$ cat src/rtl/lsu_pkg.sv
// Shared encodings, state enumeration and request payload for the load/store unit.
package lsu_pkg;

  localparam int unsigned DATA_W = 32;
  localparam int unsigned ADDR_W = 32;
  localparam int unsigned BE_W   = 4;
  localparam int unsigned CNT_W  = 2;

  localparam int unsigned READ_LATENCY_MIN = 1;
  localparam int unsigned READ_LATENCY_MAX = 3;

  localparam logic [1:0] SZ_BYTE    = 2'b00;
  localparam logic [1:0] SZ_HALF    = 2'b01;
  localparam logic [1:0] SZ_WORD    = 2'b10;
  localparam logic [1:0] SZ_ILLEGAL = 2'b11;

  typedef enum logic [1:0] {
    IDLE  = 2'b00,
    WRITE = 2'b01,
    READ  = 2'b10,
    DONE  = 2'b11
  } lsu_state_e;

  // Core request as captured on acceptance.
  typedef struct packed {
    logic              write;
    logic [1:0]        size;
    logic              is_unsigned;
    logic [ADDR_W-1:0] addr;
    logic [DATA_W-1:0] store_data;
  } lsu_req_t;

endpackage

$ cat src/rtl/load_store_unit_if.sv
// Memory-side bus between the load/store unit (master) and memory (slave).
interface load_store_unit_if;
  import lsu_pkg::*;

  logic              oReadEnable;
  logic              oWriteEnable;
  logic [BE_W-1:0]   oByteEnable;
  logic [ADDR_W-1:0] oAddress;
  logic [DATA_W-1:0] oWriteData;
  logic [DATA_W-1:0] iReadData;

  modport master (
    output oReadEnable, oWriteEnable, oByteEnable, oAddress, oWriteData,
    input  iReadData
  );

  modport slave (
    input  oReadEnable, oWriteEnable, oByteEnable, oAddress, oWriteData,
    output iReadData
  );

endinterface

$ cat src/rtl/lsu_align.sv
// Combinational lane logic: byte enables, store replication, load extraction and alignment check.
module lsu_align
  import lsu_pkg::*;
(
  input  logic [1:0]        size,
  input  logic [1:0]        addr_lo,
  input  logic              is_unsigned,
  input  logic [DATA_W-1:0] store_data,
  input  logic [DATA_W-1:0] read_data,
  output logic [BE_W-1:0]   byte_enable,
  output logic [DATA_W-1:0] write_data,
  output logic [DATA_W-1:0] load_data,
  output logic              misaligned
);

  logic [DATA_W-1:0] shifted;

  // Decode lanes by size and low address bits.
  always_comb begin
    shifted     = read_data >> {addr_lo, 3'b000};
    byte_enable = '0;
    write_data  = store_data;
    load_data   = read_data;
    misaligned  = 1'b0;
    case (size)
      SZ_BYTE: begin
        byte_enable = 4'b0001 << addr_lo;
        write_data  = {4{store_data[7:0]}};
        load_data   = is_unsigned ? {24'h000000, shifted[7:0]}
                                  : {{24{shifted[7]}}, shifted[7:0]};
      end
      SZ_HALF: begin
        misaligned  = addr_lo[0];
        byte_enable = 4'b0011 << addr_lo;
        write_data  = {2{store_data[15:0]}};
        load_data   = is_unsigned ? {16'h0000, shifted[15:0]}
                                  : {{16{shifted[15]}}, shifted[15:0]};
      end
      SZ_WORD: begin
        misaligned  = |addr_lo;
        byte_enable = 4'b1111;
      end
      default: begin
        misaligned  = 1'b1;
      end
    endcase
  end

endmodule

$ cat src/rtl/load_store_unit.sv
// Load/store unit: accepts one core access at a time and runs it on a simple memory bus.
module load_store_unit
  import lsu_pkg::*;
#(
  // Bus cycles from address valid to read data valid (READ_LATENCY_MIN..READ_LATENCY_MAX).
  parameter int unsigned READ_LATENCY = 1
) (
  input  logic              iCLK,
  input  logic              iRST_n,
  input  logic              iReq,
  input  logic              iWrite,
  input  logic [1:0]        iSize,
  input  logic              iUnsigned,
  input  logic [ADDR_W-1:0] iAddr,
  input  logic [DATA_W-1:0] iStoreData,
  output logic              oBusy,
  output logic              oDone,
  output logic              oMisaligned,
  output logic [DATA_W-1:0] oLoadData,
  load_store_unit_if.master bus
);

  localparam logic [CNT_W-1:0] LAST_CNT = CNT_W'(READ_LATENCY);

  lsu_state_e        state_q, state_d;
  lsu_req_t          req_q, req_d, in_req, cur_req;
  logic [CNT_W-1:0]  cnt_q, cnt_d;
  logic              busy_q, busy_d, done_q, done_d, mis_q, mis_d;
  logic              re_q, re_d, we_q, we_d;
  logic [BE_W-1:0]   be_q, be_d;
  logic [ADDR_W-1:0] addr_q, addr_d;
  logic [DATA_W-1:0] wd_q, wd_d, load_q, load_d;
  logic              accept_c;
  logic [BE_W-1:0]   al_be;
  logic [DATA_W-1:0] al_wd, al_load;
  logic              al_mis;

  assign in_req   = '{write: iWrite, size: iSize, is_unsigned: iUnsigned,
                      addr: iAddr, store_data: iStoreData};
  assign accept_c = iReq && ((state_q == IDLE) || (state_q == DONE));
  // Lane logic sees the incoming request on the accepting edge, the captured one otherwise.
  assign cur_req  = accept_c ? in_req : req_q;

  lsu_align u_align (
    .size        (cur_req.size),
    .addr_lo     (cur_req.addr[1:0]),
    .is_unsigned (cur_req.is_unsigned),
    .store_data  (cur_req.store_data),
    .read_data   (bus.iReadData),
    .byte_enable (al_be),
    .write_data  (al_wd),
    .load_data   (al_load),
    .misaligned  (al_mis)
  );

  // Next-state and next-output logic; every output is the registered copy of its _d value.
  always_comb begin
    state_d = state_q;
    req_d   = req_q;
    cnt_d   = cnt_q;
    busy_d  = 1'b0;
    done_d  = 1'b0;
    mis_d   = 1'b0;
    re_d    = 1'b0;
    we_d    = 1'b0;
    be_d    = '0;
    addr_d  = '0;
    wd_d    = '0;
    load_d  = load_q;
    case (state_q)
      IDLE, DONE: begin
        state_d = IDLE;
        if (accept_c) begin
          req_d = in_req;
          if (al_mis) begin
            state_d = DONE;
            done_d  = 1'b1;
            mis_d   = 1'b1;
          end else if (cur_req.write) begin
            state_d = WRITE;
            we_d    = 1'b1;
            busy_d  = 1'b1;
            be_d    = al_be;
            addr_d  = {cur_req.addr[ADDR_W-1:2], 2'b00};
            wd_d    = al_wd;
          end else begin
            state_d = READ;
            re_d    = 1'b1;
            busy_d  = 1'b1;
            be_d    = al_be;
            addr_d  = {cur_req.addr[ADDR_W-1:2], 2'b00};
            cnt_d   = '0;
          end
        end
      end
      WRITE: begin
        state_d = DONE;
        done_d  = 1'b1;
      end
      READ: begin
        if (cnt_q == LAST_CNT) begin
          state_d = DONE;
          done_d  = 1'b1;
          load_d  = al_load;
        end else begin
          cnt_d  = cnt_q + CNT_W'(1);
          re_d   = 1'b1;
          busy_d = 1'b1;
          be_d   = be_q;
          addr_d = addr_q;
        end
      end
      default: begin
        state_d = IDLE;
      end
    endcase
  end

  // State, captured request and output registers.
  always_ff @(posedge iCLK or negedge iRST_n) begin
    if (!iRST_n) begin
      state_q <= IDLE;
      req_q   <= '0;
      cnt_q   <= '0;
      busy_q  <= 1'b0;
      done_q  <= 1'b0;
      mis_q   <= 1'b0;
      re_q    <= 1'b0;
      we_q    <= 1'b0;
      be_q    <= '0;
      addr_q  <= '0;
      wd_q    <= '0;
      load_q  <= '0;
    end else begin
      state_q <= state_d;
      req_q   <= req_d;
      cnt_q   <= cnt_d;
      busy_q  <= busy_d;
      done_q  <= done_d;
      mis_q   <= mis_d;
      re_q    <= re_d;
      we_q    <= we_d;
      be_q    <= be_d;
      addr_q  <= addr_d;
      wd_q    <= wd_d;
      load_q  <= load_d;
    end
  end

  assign oBusy            = busy_q;
  assign oDone            = done_q;
  assign oMisaligned      = mis_q;
  assign oLoadData        = load_q;
  assign bus.oReadEnable  = re_q;
  assign bus.oWriteEnable = we_q;
  assign bus.oByteEnable  = be_q;
  assign bus.oAddress     = addr_q;
  assign bus.oWriteData   = wd_q;

endmodule
$ cat src/flat_wrapper.sv
// flat-port wrapper written by rule: the top's interface ports become plain ports
module load_store_unit_flat import lsu_pkg::*;
#(
                                                                                           
  parameter int unsigned READ_LATENCY = 1
)
  (iCLK, iRST_n, iReq, iWrite, iSize, iUnsigned, iAddr, iStoreData, oBusy, oDone, oMisaligned, oLoadData, bus_oReadEnable, bus_oWriteEnable, bus_oByteEnable, bus_oAddress, bus_oWriteData, bus_iReadData);
  load_store_unit_if bus_i ();
  input  logic iCLK;
  input  logic iRST_n;
  input  logic iReq;
  input  logic iWrite;
  input  logic [1:0] iSize;
  input  logic iUnsigned;
  input  logic [ADDR_W-1:0] iAddr;
  input  logic [DATA_W-1:0] iStoreData;
  output logic oBusy;
  output logic oDone;
  output logic oMisaligned;
  output logic [DATA_W-1:0] oLoadData;
  output wire logic [$bits(bus_i.oReadEnable)-1:0] bus_oReadEnable;
  output wire logic [$bits(bus_i.oWriteEnable)-1:0] bus_oWriteEnable;
  output wire logic [$bits(bus_i.oByteEnable)-1:0] bus_oByteEnable;
  output wire logic [$bits(bus_i.oAddress)-1:0] bus_oAddress;
  output wire logic [$bits(bus_i.oWriteData)-1:0] bus_oWriteData;
  input wire logic [$bits(bus_i.iReadData)-1:0] bus_iReadData;
  assign bus_oReadEnable = bus_i.oReadEnable;
  assign bus_oWriteEnable = bus_i.oWriteEnable;
  assign bus_oByteEnable = bus_i.oByteEnable;
  assign bus_oAddress = bus_i.oAddress;
  assign bus_oWriteData = bus_i.oWriteData;
  assign bus_i.iReadData = bus_iReadData;
  load_store_unit #(.READ_LATENCY(READ_LATENCY)) u_core (.iCLK(iCLK), .iRST_n(iRST_n), .iReq(iReq), .iWrite(iWrite), .iSize(iSize), .iUnsigned(iUnsigned), .iAddr(iAddr), .iStoreData(iStoreData), .oBusy(oBusy), .oDone(oDone), .oMisaligned(oMisaligned), .oLoadData(oLoadData), .bus(bus_i));
endmodule
$ cat config.mk
export PLATFORM = sky130hd
export DESIGN_NAME = load_store_unit_flat
export DESIGN_NICKNAME = d
export VERILOG_FILES = /design/src/rtl/lsu_pkg.sv /design/src/rtl/load_store_unit_if.sv /design/src/rtl/lsu_align.sv /design/src/rtl/load_store_unit.sv /design/src/flat_wrapper.sv
export SDC_FILE = /design/constraint.sdc
export NUM_CORES = 1
export LEC_CHECK = 0
export BUFFER_PORTS_ARGS = -buffer_cell sky130_fd_sc_hd__buf_2
export CELL_PAD_IN_SITES_DETAIL_PLACEMENT = 1
export CELL_PAD_IN_SITES_GLOBAL_PLACEMENT = 1
export CORE_MARGIN = 5
export CORE_UTILIZATION = 38
export CTS_CLUSTER_DIAMETER = 150
export DETAILED_ROUTE_END_ITERATION = 7
export PLACE_DENSITY_LB_ADDON = 0.1
export SETUP_SLACK_MARGIN = 0.4
export SLEW_MARGIN = 20
export SYNTH_ARGS = -nofsm -noshare
export SYNTH_HDL_FRONTEND = slang
export SYNTH_SLANG_ARGS = --single-unit
$ cat constraint.sdc
create_clock -name iCLK -period 3.15 [get_ports iCLK]
set_input_delay 0.1575 -clock iCLK [delete_from_list [all_inputs] [get_ports iCLK]]
set_output_delay 0.1575 -clock iCLK [all_outputs]
set_load 0.02 [all_outputs]
==> results of run 1 <==
==> worst min-delay path: cells and delay by family <==
family | cells | cell delay, ps
and+or+nand+nor | 2 | 150
buffers and inverters | 1 | 80
==> state kept, by name, summed over array words and instances (netlist names) <==
register                 cells
u_core.req_q                38
u_core.oLoadData            32
u_core.bus.oByteEnable       4
u_core.cnt_q                 2
u_core.bus.oAddress         30
u_core.bus.oReadEnable       1
u_core.oMisaligned           1
u_core.oBusy                 1
u_core.oDone                 1
u_core.bus.oWriteEnable      1
u_core.state_q               2
u_core.bus.oWriteData       32
==> cells by family after synthesis <==
logic type / count (synthesis) / share of synthesized area [%]
AND/OR/NAND/NOR: 282 / 18.4
adder cells (fa/ha/maj): 3 / 0.568
flip-flops: 145 / 54.9
other: 1 / 0.0568
buffers and inverters: 67 / 4.66
AO/OA/AOI/OAI: 174 / 17.9
multiplexers: 20 / 3.41
==> cell usage after synthesis (4+ instances only) <==
master / count
a211oi_1: 9
a211oi_2: 8
a21oi_1: 35
a22oi_1: 15
a31oi_1: 18
and2_1: 4
buf_2: 24
clkbuf_1: 22
dfrtp_1: 145
inv_1: 13
mux2_2: 10
mux2i_1: 9
nand2_1: 157
nand2b_1: 5
nand3_1: 11
nor2_1: 69
nor2b_1: 5
nor3_1: 13
nor3_2: 10
o21ai_0: 38
o31ai_1: 30
o41a_1: 7
==> area by class of cell <==
cell class | count | area [sq um] | area share [%]
Clock buffer | 17 | 425 | 4.65
Clock inverter | 15 | 200 | 2.19
Inverter | 16 | 62.6 | 0.684
Multi-Input combinational cell | 481 | 2720 | 29.7
Sequential cell | 145 | 3630 | 39.6
Tap cell | 225 | 282 | 3.08
Timing Repair Buffer | 289 | 1840 | 20.1
==> metal layers <==
layer  track usage [%]  share of wire [%]  up-vias
li1                  -                  -     2900
met1              30.0                 44     3098
met2              37.8                 49      202
met3              4.72                5.5       25
met4              6.16                1.3        0
met5                 0                  0        -
==> through the flow <==
step / instances / setup WS [ps] / instance area (sq um) / hold slack [ps]
floorplan: 693 / 868 / 6610 / -138
global placement: 1095 / 432 / 7880 / 254
detailed placement: 1095 / 325 / 7880 / 263
CTS: 1188 / 431 / 9130 / 6.87
global route: 1188 / 441 / 9150 / 19.1
finish: 1188 / 598 / 9150 / 11.3
==> repair_timing <==
item	in CTS	in global routing
gates cloned	0	0
hold buffers	60	0
resized for setup	2	9
endpoints found under the hold margin	134	0
pin swaps	1	0
buffers inserted	1	0
setup endpoints to repair	31	25
==> final timing paths <==
check / slack (ps) / end
setup / recovery: 600 / u_core.oLoadData[20]
hold / removal: 10 / u_core.req_q[17]
setup reg to reg: 600 / u_core.oLoadData[20]
hold reg to reg: 470 / u_core.bus.oByteEnable[0]
max in group asynchronous: 1930 / u_core.bus.oWriteData[21]
min in group asynchronous: 350 / u_core.bus.oAddress[23]
==> where the power goes <==
part	internal [uW]	leakage, uW	total (uW)	switching (uW)
Sequential	2600	0.00184	2940	340
Combinational	1650	0.00235	4970	3330
Clock	1270	0.000306	2150	873
==> impl_results.md, run 1 <==
* Die width at 142 microns
* Gr usage total at 22.6%
* FMAX at slightly below 400 MHz
* Reg2reg path depth at 8
* Die Y at ~140 microns
* Reg clk slew, reported paths at around 70 ps
* CP Data Arrival Time at 2900 ps
* Power per Cell Area at ~1100 nW/um^2
* Final period utilization at 81.0%
* CP bufs+invs at 2
* DR iter-0 viols at roughly 310
* Die area at roughly 20000 sq um
* Final antenna diode count at 0
* Yosys Warn Count at 0
* Crit. End Element: flip-flop
* Final Hold Fails at 0
* Starting Density at 38.5%
* Via count at around 6200
* Commonest non-fill, non-tap cell in the layout: buf_2
* Ranking of synthesized cells by area: dfrtp_1 55%, nand2_1 8.9%, nor2_1 3.9%, o31ai_1 3.4%, o21ai_0 2.9%
* Clock buffer depth at 2
* Synth unique cells at 44
* Maximum vdd ir drop at about 0.66 mV
* Hold path cells at 3
* Cell area after synthesis at roughly 6600 sq um
* Worst-Skew Late Latency at 430 ps
* Design Power at a little over 10000 uW
* Slowest CP cell: nand2_1
* Fraction of registers with async set/reset at 100%
* Cell mode on critical path: a31oi_1
* Worst hold path type: in2reg
* Worst Skew at between 9 and 10 ps
* Final max-slew violation count at 0
* Critical path launch point type: flip-flop
* Htree depth at 4
* Mapped Cells at around 700
* Post-synth top area share at a little over half
* WL final at 22800 microns
* Core ar. at between 15000 and 20000 sq um
* Final min period at between 2000 and 3000 ps
* # fillers at approximately 2000
* P_leak at between 0.004 and 0.005 uW
* WS Path Type: reg2reg
* Post-synthesis to final-layout area growth at 38.5%
* CTS Root Cell: clkbuf_16
* TritonCTS clock tree: built
* Most frequent cells in the layout: 204 x buf_2, 157 x nand2_1, 145 x dfrtp_1, 67 x nor2_1, 60 x dlygate4sd3_1
* Post-route setup TNS at 0 ps
* Placer's final routability congestion estimate at 0.848
* Crit Path Max Fanout at 16
* Critical path launch point: u_core.state_q[0]
* DP HPWL at about 16000 microns
* Top cell family by delay on the critical path: compound AO/OA/AOI/OAI gates
* IO Pins at 208
* Data required time of the worst path at ~3500 ps
* RSZ-0062 raised after global routing: no
* Yosys top cell by area: dfrtp_1
* Worst-Margin Slew at 827 ps
* Core Rows at 48
* Layout cells sized above 1 at between 30% and 40%
* Initial antenna violation count at 0
* Antenna-violating nets left at 0
* Routed vias/inst at around 5.2
* Largest net degree at the start of global routing at just under 80
* Cts bufs inserted at 17
* Count of final setup violators at 0
* Overflow after GRT at 0
* Drt wl/cell at 19.2 microns
* Avg Cell Area, Syn at around 9.5 sq um
* Primary FF master, synth: dfrtp_1
* CTS Sinks at 145
* CP Depth at 8
* Max Cap Viol at 0
* # DRC at 0
* Hold path start: iStoreData[17]
* Final net count at roughly 1100
* RR Startpoint: u_core.state_q[0]
* Post-synth EDFFs at 0
* CP cell instances: inv_1 > ha_2 > buf_4 > a21boi_1 > o21ai_0 > a31oi_1 > nand2_1 > a31oi_1
* Max-Slew Margin vs Limit at ~45%
* DR pass1 iterations at 4
* #FFs+latches synth at 145
* Vias in the first global route at a little under 7000
* Status: completed
* Port Buf Inserts at between 200 and 250
* Sequential area share after synthesis at about 55%
* Global-route wire length before repair at ~36000 microns
* Final Util at between 50 and 60%
* CP max stage delay at 410 ps
No activity file was read; power rests on OpenSTA's default activity.
==> inputs of run 2 (changes only) <==
--- a/config.mk
+++ b/config.mk
@@ -9,7 +9,7 @@
 export CELL_PAD_IN_SITES_DETAIL_PLACEMENT = 1
 export CELL_PAD_IN_SITES_GLOBAL_PLACEMENT = 1
 export CORE_MARGIN = 5
-export CORE_UTILIZATION = 38
+export CORE_UTILIZATION = 34
 export CTS_CLUSTER_DIAMETER = 150
 export DETAILED_ROUTE_END_ITERATION = 7
 export PLACE_DENSITY_LB_ADDON = 0.1
==> constraint.sdc (replaced) <==
create_clock -name iCLK -period 2.2 [get_ports iCLK]
set_input_delay 0.11 -clock iCLK [delete_from_list [all_inputs] [get_ports iCLK]]
set_output_delay 0.11 -clock iCLK [all_outputs]
set_load 0.02 [all_outputs]
==> impl_results.md, run 2 (synthesized netlist as in run 1, its figures left out) <==
* Status: completed
* Global-route wire length before repair at 37700 microns (+4.9%)
* Most frequent cells in the layout: 204 x buf_2, 145 x dfrtp_1, 120 x nand2_1, 65 x dlygate4sd3_1, 63 x nor2_1
* Htree depth at 4 (unchanged)
* Crit. End Element: flip-flop
* Count of final setup violators at 0 (unchanged)
* Layout cells sized above 1 at 45.9% (+14 points)
* Port Buf Inserts at 205 (unchanged)
* CP cell instances: ha_4 > buf_8 > nand2_8 > mux2i_4 > inv_2 > a2bb2oi_4 > or2_4 > buf_16 > a211oi_2
* Clock buffer depth at 2 (unchanged)
* Final max-slew violation count at 0 (unchanged)
* Max Cap Viol at 0 (unchanged)
* Die Y at 149 microns (+5.3%)
* Final antenna diode count at 0 (unchanged)
* FMAX at 456 MHz (+16%)
* Gr usage total at 21.5% (-1.1 points)
* Crit Path Max Fanout at 14 (-2)
* DR iter-0 viols at 347 (+11%)
* Largest net degree at the start of global routing at 43 (-46%)
* CTS Root Cell: clkbuf_16
* Via count at 6605 (+6.1%)
* Final min period at 2190 ps (-360 ps)
* TritonCTS clock tree: built
* CP Data Arrival Time at 2520 ps (-380 ps)
* CTS Sinks at 145 (unchanged)
* Drt wl/cell at 20.3 microns (+5.7%)
* CP max stage delay at 410 ps (about the same)
* WL final at 26300 microns (+16%)
* Storage cell area at 3630 sq um (unchanged)
* Starting Density at 34.3% (-4.2 points)
* Power per Cell Area at 1670 nW/um^2 (+52%)
* PnR worst setup slack at 7.87 ps (-590 ps)
* Die area at 22300 sq um (+11%)
* DR pass1 iterations at 5 (+1)
* Vias in the first global route at 6975 (+3.8%)
* Core Rows at 51 (+6.3%)
* Overflow after GRT at 0 (unchanged)
* Pre-CTS WS at -54.2 ps (-379 ps)
* Reg clk slew, reported paths at 70 ps (about the same)
* Antenna-violating nets left at 0 (unchanged)
* Worst-Skew Late Latency at 430 ps (about the same)
* Worst hold slack at 8.95 ps (-2.39 ps)
* IO Pins at 208 (unchanged)
* Critical path launch point type: flip-flop
* Post-synthesis to final-layout area growth at 64.3%
* DP HPWL at 16500 microns (+5.1%)
* Largest Register: u_core.req_q
* Final Hold Fails at 0 (unchanged)
* # fillers at 2125 (+5.4%)
* Worst Skew at 10.5 ps (+0.699 ps)
* Setup slack, reg-to-reg at 8 ps (-590 ps)
* Core ar. at 19300 sq um (+12%)
* Maximum vdd ir drop at 0.928 mV (+40%)
* Commonest non-fill, non-tap cell in the layout: buf_2
* RSZ-0062 raised after global routing: yes
* Slowest CP cell: dfrtp_1
* Multi-input combinational cell area at 3380 sq um (+24%)
* # DRC at 0 (unchanged)
* Die width at 149 microns (+5.3%)
* Final period utilization at 99.6% (+19 points)
* Cts bufs inserted at 17 (unchanged)
* Worst hold path type: in2reg
* Data required time of the worst path at 2530 ps (-970 ps)
* Final net count at 1127 (+6.7%)
* Routed vias/inst at 5.09 (-2.9%)
* WS Path Type: reg2reg
* Max FFs per register at 38 (unchanged)
* Placer's final routability congestion estimate at 0.825 (-2.6%)
* P_leak at 0.00516 uW (+15%)
* Initial antenna violation count at 0 (unchanged)
run 2: changes by cell type in the layout (fill, tap and decap cells not counted), sizes merged:
cell,before,now
clkinvlp,1,2
buf,229,286
bufinv,3,4
inv,22,21
clkbuf,17,26
clkinv,5,3
dlygate4sd3,60,65
run 2: what timing repair did:
item                                    in CTS  in global routing
endpoints found under the hold margin      103                  0
endpoints found under the setup margin     108                121
gates resized for setup                     32                155
pin swaps                                   13                 31
buffers inserted                            12                 16
cloned                                       3                 11
hold buffers                                65                  0
run 2: metrics by stage:
| stage | TNS [ps] | cells | instance area [sq um] | util [%] | power (uW) |
|---|---|---|---|---|---|
| after CTS | 0 | 1271 | 9850 | 51.1 | 16000 |
| final | 0 | 1298 | 10900 | 56.3 | 18100 |
| after global placement | -2.27 | 1160 | 8280 | 43.0 | 11800 |
| after floorplan | 0 | 693 | 6740 | - | 9080 |
| after detailed placement | -134 | 1160 | 8280 | 43.0 | 12000 |
| after global routing | -1140 | 1298 | 10900 | 56.3 | 19100 |
run 2: critical path, delay by kind of cell, from the launching register on:
kind / cells / cell delay (ps)
mux: 1 / 250
compound gates: 2 / 350
simple gates: 2 / 370
flops: 1 / 410
buf+inv: 3 / 400
fa+ha+maj: 1 / 300
run 2: layout make-up:
type,count,area share [%]
clock inverters,14,1.88
well taps,265,3.05
multi-input cells,481,31.1
flip-flops and latches,145,33.4
repair buffers,360,26.0
clock buffers,17,3.92
inverters,16,0.622
run 2: final timing paths:
check,from,end,depth (start not counted)
setup / recovery,u_core.state_q[1],u_core.bus.oWriteData[13],9
hold / removal,bus_iReadData[11],u_core.oLoadData[3],3
setup reg to reg,u_core.state_q[1],u_core.bus.oWriteData[13],9
hold reg to reg,u_core.req_q[22],u_core.req_q[22],2
max in group asynchronous,iRST_n,u_core.oLoadData[30],3
min in group asynchronous,iRST_n,u_core.bus.oAddress[17],2
run 2: routing by layer:
| layer | part of all wire [%] | track usage [%] |
|---|---|---|
| met4 | 1.3 | 5.68 |
| met2 | 51 | 36.4 |
| met5 | 0 | 0 |
| met3 | 4.1 | 4.38 |
| met1 | 43 | 28.3 |
run 2: power breakdown:
| part | total, uW | internal (uW) | switching [uW] |
|---|---|---|---|
| clock | 3150 | 1920 | 1230 |
| combinational | 10700 | 4590 | 6110 |
| sequential | 4280 | 3720 | 561 |
| total | 18100 | 10200 | 7900 |
==> inputs of run 3 (changes only) <==
--- a/config.mk
+++ b/config.mk
@@ -12,6 +12,7 @@
 export CORE_UTILIZATION = 34
 export CTS_CLUSTER_DIAMETER = 150
 export DETAILED_ROUTE_END_ITERATION = 7
+export HOLD_SLACK_MARGIN = 0.03
 export PLACE_DENSITY_LB_ADDON = 0.1
 export SETUP_SLACK_MARGIN = 0.4
 export SLEW_MARGIN = 20
==> impl_results.md, run 3 (synthesized netlist as in run 1, its figures left out) <==
* Status: finished, violations left
* Failing checks: negative setup slack
* CP bufs+invs at 3 (unchanged)
* CTS Root Cell: clkbuf_16
* Largest Register: u_core.req_q
* Core Rows at 51 (unchanged)
* Commonest non-fill, non-tap cell in the layout: buf_2
* Die Y at 149 microns (unchanged)
* Slowest CP cell: dfrtp_1
* DP HPWL at 16500 microns (unchanged)
* Final Hold Fails at 0 (unchanged)
* Via count at 6497 (-1.6%)
* Maximum vdd ir drop at 0.977 mV (+5.3%)
* Layout cells sized above 1 at 41.1% (-4.8 points)
* Starting Density at 34.3% (unchanged)
* Met2 GRT Util at 37.4% (+1.0 points)
* Largest net degree at the start of global routing at 43 (unchanged)
* CP max stage delay at 410 ps (about the same)
* GRT met1 Usage at 28.2% (-0.12 points)
* Placer's final routability congestion estimate at 0.825 (unchanged)
* Power per Cell Area at 1640 nW/um^2 (-1.5%)
* Max Cap Viol at 0 (unchanged)
* DP Cell Count at 1160 (unchanged)
* Initial antenna violation count at 0 (unchanged)
* PnR worst setup slack at -10.1 ps (-17.9 ps)
* Core ar. at 19300 sq um (unchanged)
* Final Util at 54.3% (-2.0 points)
* FMAX at 452 MHz (-0.81%)
* Htree depth at 4 (unchanged)
* Pre-CTS WS at -54.2 ps (unchanged)
* Clock buffer depth at 2 (unchanged)
* Most used routing layer: met2
* Vias in the first global route at 7023 (+0.69%)
* Final antenna diode count at 0 (unchanged)
* WL final at 25200 microns (-4.3%)
* Port Buf Inserts at 205 (unchanged)
* CP cell instances: ha_4 > buf_8 > nand2_8 > mux2i_4 > inv_2 > a2bb2oi_4 > or2_4 > buf_12 > nor3_1
* Gr usage total at 21.8% (+0.28 points)
* Post-synthesis to final-layout area growth at 58.6%
* # DRC at 0 (unchanged)
* Top cell family by delay on the critical path: simple AND/OR/NAND/NOR gates
* Data required time of the worst path at 2530 ps (about the same)
* DR pass1 iterations at 4 (-1)
* Die area at 22300 sq um (unchanged)
* Storage cell area at 3630 sq um (unchanged)
* Cts bufs inserted at 17 (unchanged)
* DR iter-0 viols at 294 (-15%)
* Worst-Skew Late Latency at 430 ps (about the same)
* Worst hold path type: in2reg
* TritonCTS clock tree: built
* Final max-slew violation count at 0 (unchanged)
* Final net count at 1125 (-0.18%)
* Drt wl/cell at 19.4 microns (-4.2%)
* Crit. End Element: flip-flop
* CTS Sinks at 145 (unchanged)
* RSZ-0062 raised after global routing: yes
* Multi-input combinational cell area at 3120 sq um (-7.5%)
* Critical path launch point type: flip-flop
* Most frequent cells in the layout: 204 x buf_2, 151 x nand2_1, 145 x dfrtp_1, 70 x dlygate4sd3_1, 64 x nor2_1
* Final period utilization at 100% (+0.82 points)
* Crit Path Max Fanout at 7 (-7)
* Count of final setup violators at 1 (+1)
* IO Pins at 208 (unchanged)
* Die width at 149 microns (unchanged)
* Reg clk slew, reported paths at 60 ps (about the same)
* Cell Count, Final, Fillers Out at 1296 (-0.15%)
* # fillers at 2154 (+1.4%)
* Final min period at 2210 ps (+17.9 ps)
* Max FFs per register at 38 (unchanged)
* WS Path Type: reg2reg
* CP Data Arrival Time at 2540 ps (+20 ps)
* Overflow after GRT at 0 (unchanged)
* GR Util met3 at 4.56% (+0.18 points)
* Routed vias/inst at 5.01 (-1.5%)
* P_leak at 0.00503 uW (-2.5%)
* Global-route wire length before repair at 38100 microns (+1.1%)
* Antenna-violating nets left at 0 (unchanged)
* Post-route setup TNS at -10.1 ps (-10.1 ps)
* Worst Skew at 10.7 ps (+0.130 ps)
run 3: changes by cell type in the layout (fill, tap and decap cells not counted), sizes merged:
cell | previous run | this run
dlygate4sd3 | 65 | 70
clkbuf | 26 | 22
buf | 286 | 283
run 3: what timing repair did:
item / 4_1_cts / 5_1_grt
setup endpoints to repair: 108 / 121
resized for setup: 32 / 77
gates cloned: 3 / 5
endpoints found under the hold margin: 155 / 1
setup buffers: 12 / 15
hold buffers: 69 / 1
pin swaps: 13 / 17
run 3: power breakdown:
group | internal (uW) | switching [uW] | leakage [uW]
clock | 1920 | 1220 | 0.000303
sequential | 3720 | 522 | 0.00184
combinational | 4130 | 5730 | 0.00288
total | 9760 | 7470 | 0.00503
run 3: path summary, 6_finish.rpt:
check                                               start                         to  slack (ps)  depth (start not counted)
worst max-delay path                    u_core.state_q[1]  u_core.bus.oWriteData[16]         -10                          9
worst min register to register  u_core.bus.oByteEnable[0]  u_core.bus.oByteEnable[0]         470                          2
worst max register to register          u_core.state_q[1]  u_core.bus.oWriteData[16]         -10                          9
min in group asynchronous                          iRST_n    u_core.bus.oAddress[17]         170                          2
max in group asynchronous                          iRST_n       u_core.oLoadData[24]        1290                          3
worst min-delay path                    bus_iReadData[13]        u_core.oLoadData[5]          50                          3
run 3: final cells by class:
class	instances	share of cell area, %
clock buffers	17	4.06
clock inverters	14	1.95
inverters	16	0.645
multi-input cells	481	29.8
flip-flops and latches	145	34.6
well taps	265	3.17
repair buffers	358	25.7
run 3: layer usage:
layer,up-vias,share of wire [%]
met5,-,0
met4,0,1.2
met3,22,4.5
met2,191,51
met1,3239,43
li1,3045,-
run 3: tightest hold or removal path, stage by stage:
cell and delay (ps):
buf_2 110, a22oi_2 90, o21ai_1 110
run 3: metrics by stage:
stage                     total power, uW  hold WS (ps)  area (sq um)
after global placement              11800          72.8          8280
after global routing                18300          40.8         10500
final                               17200          45.1         10500
after floorplan                      9080          -186          6740
after CTS                           16000          39.4          9890
after detailed placement            12000          75.6          8280
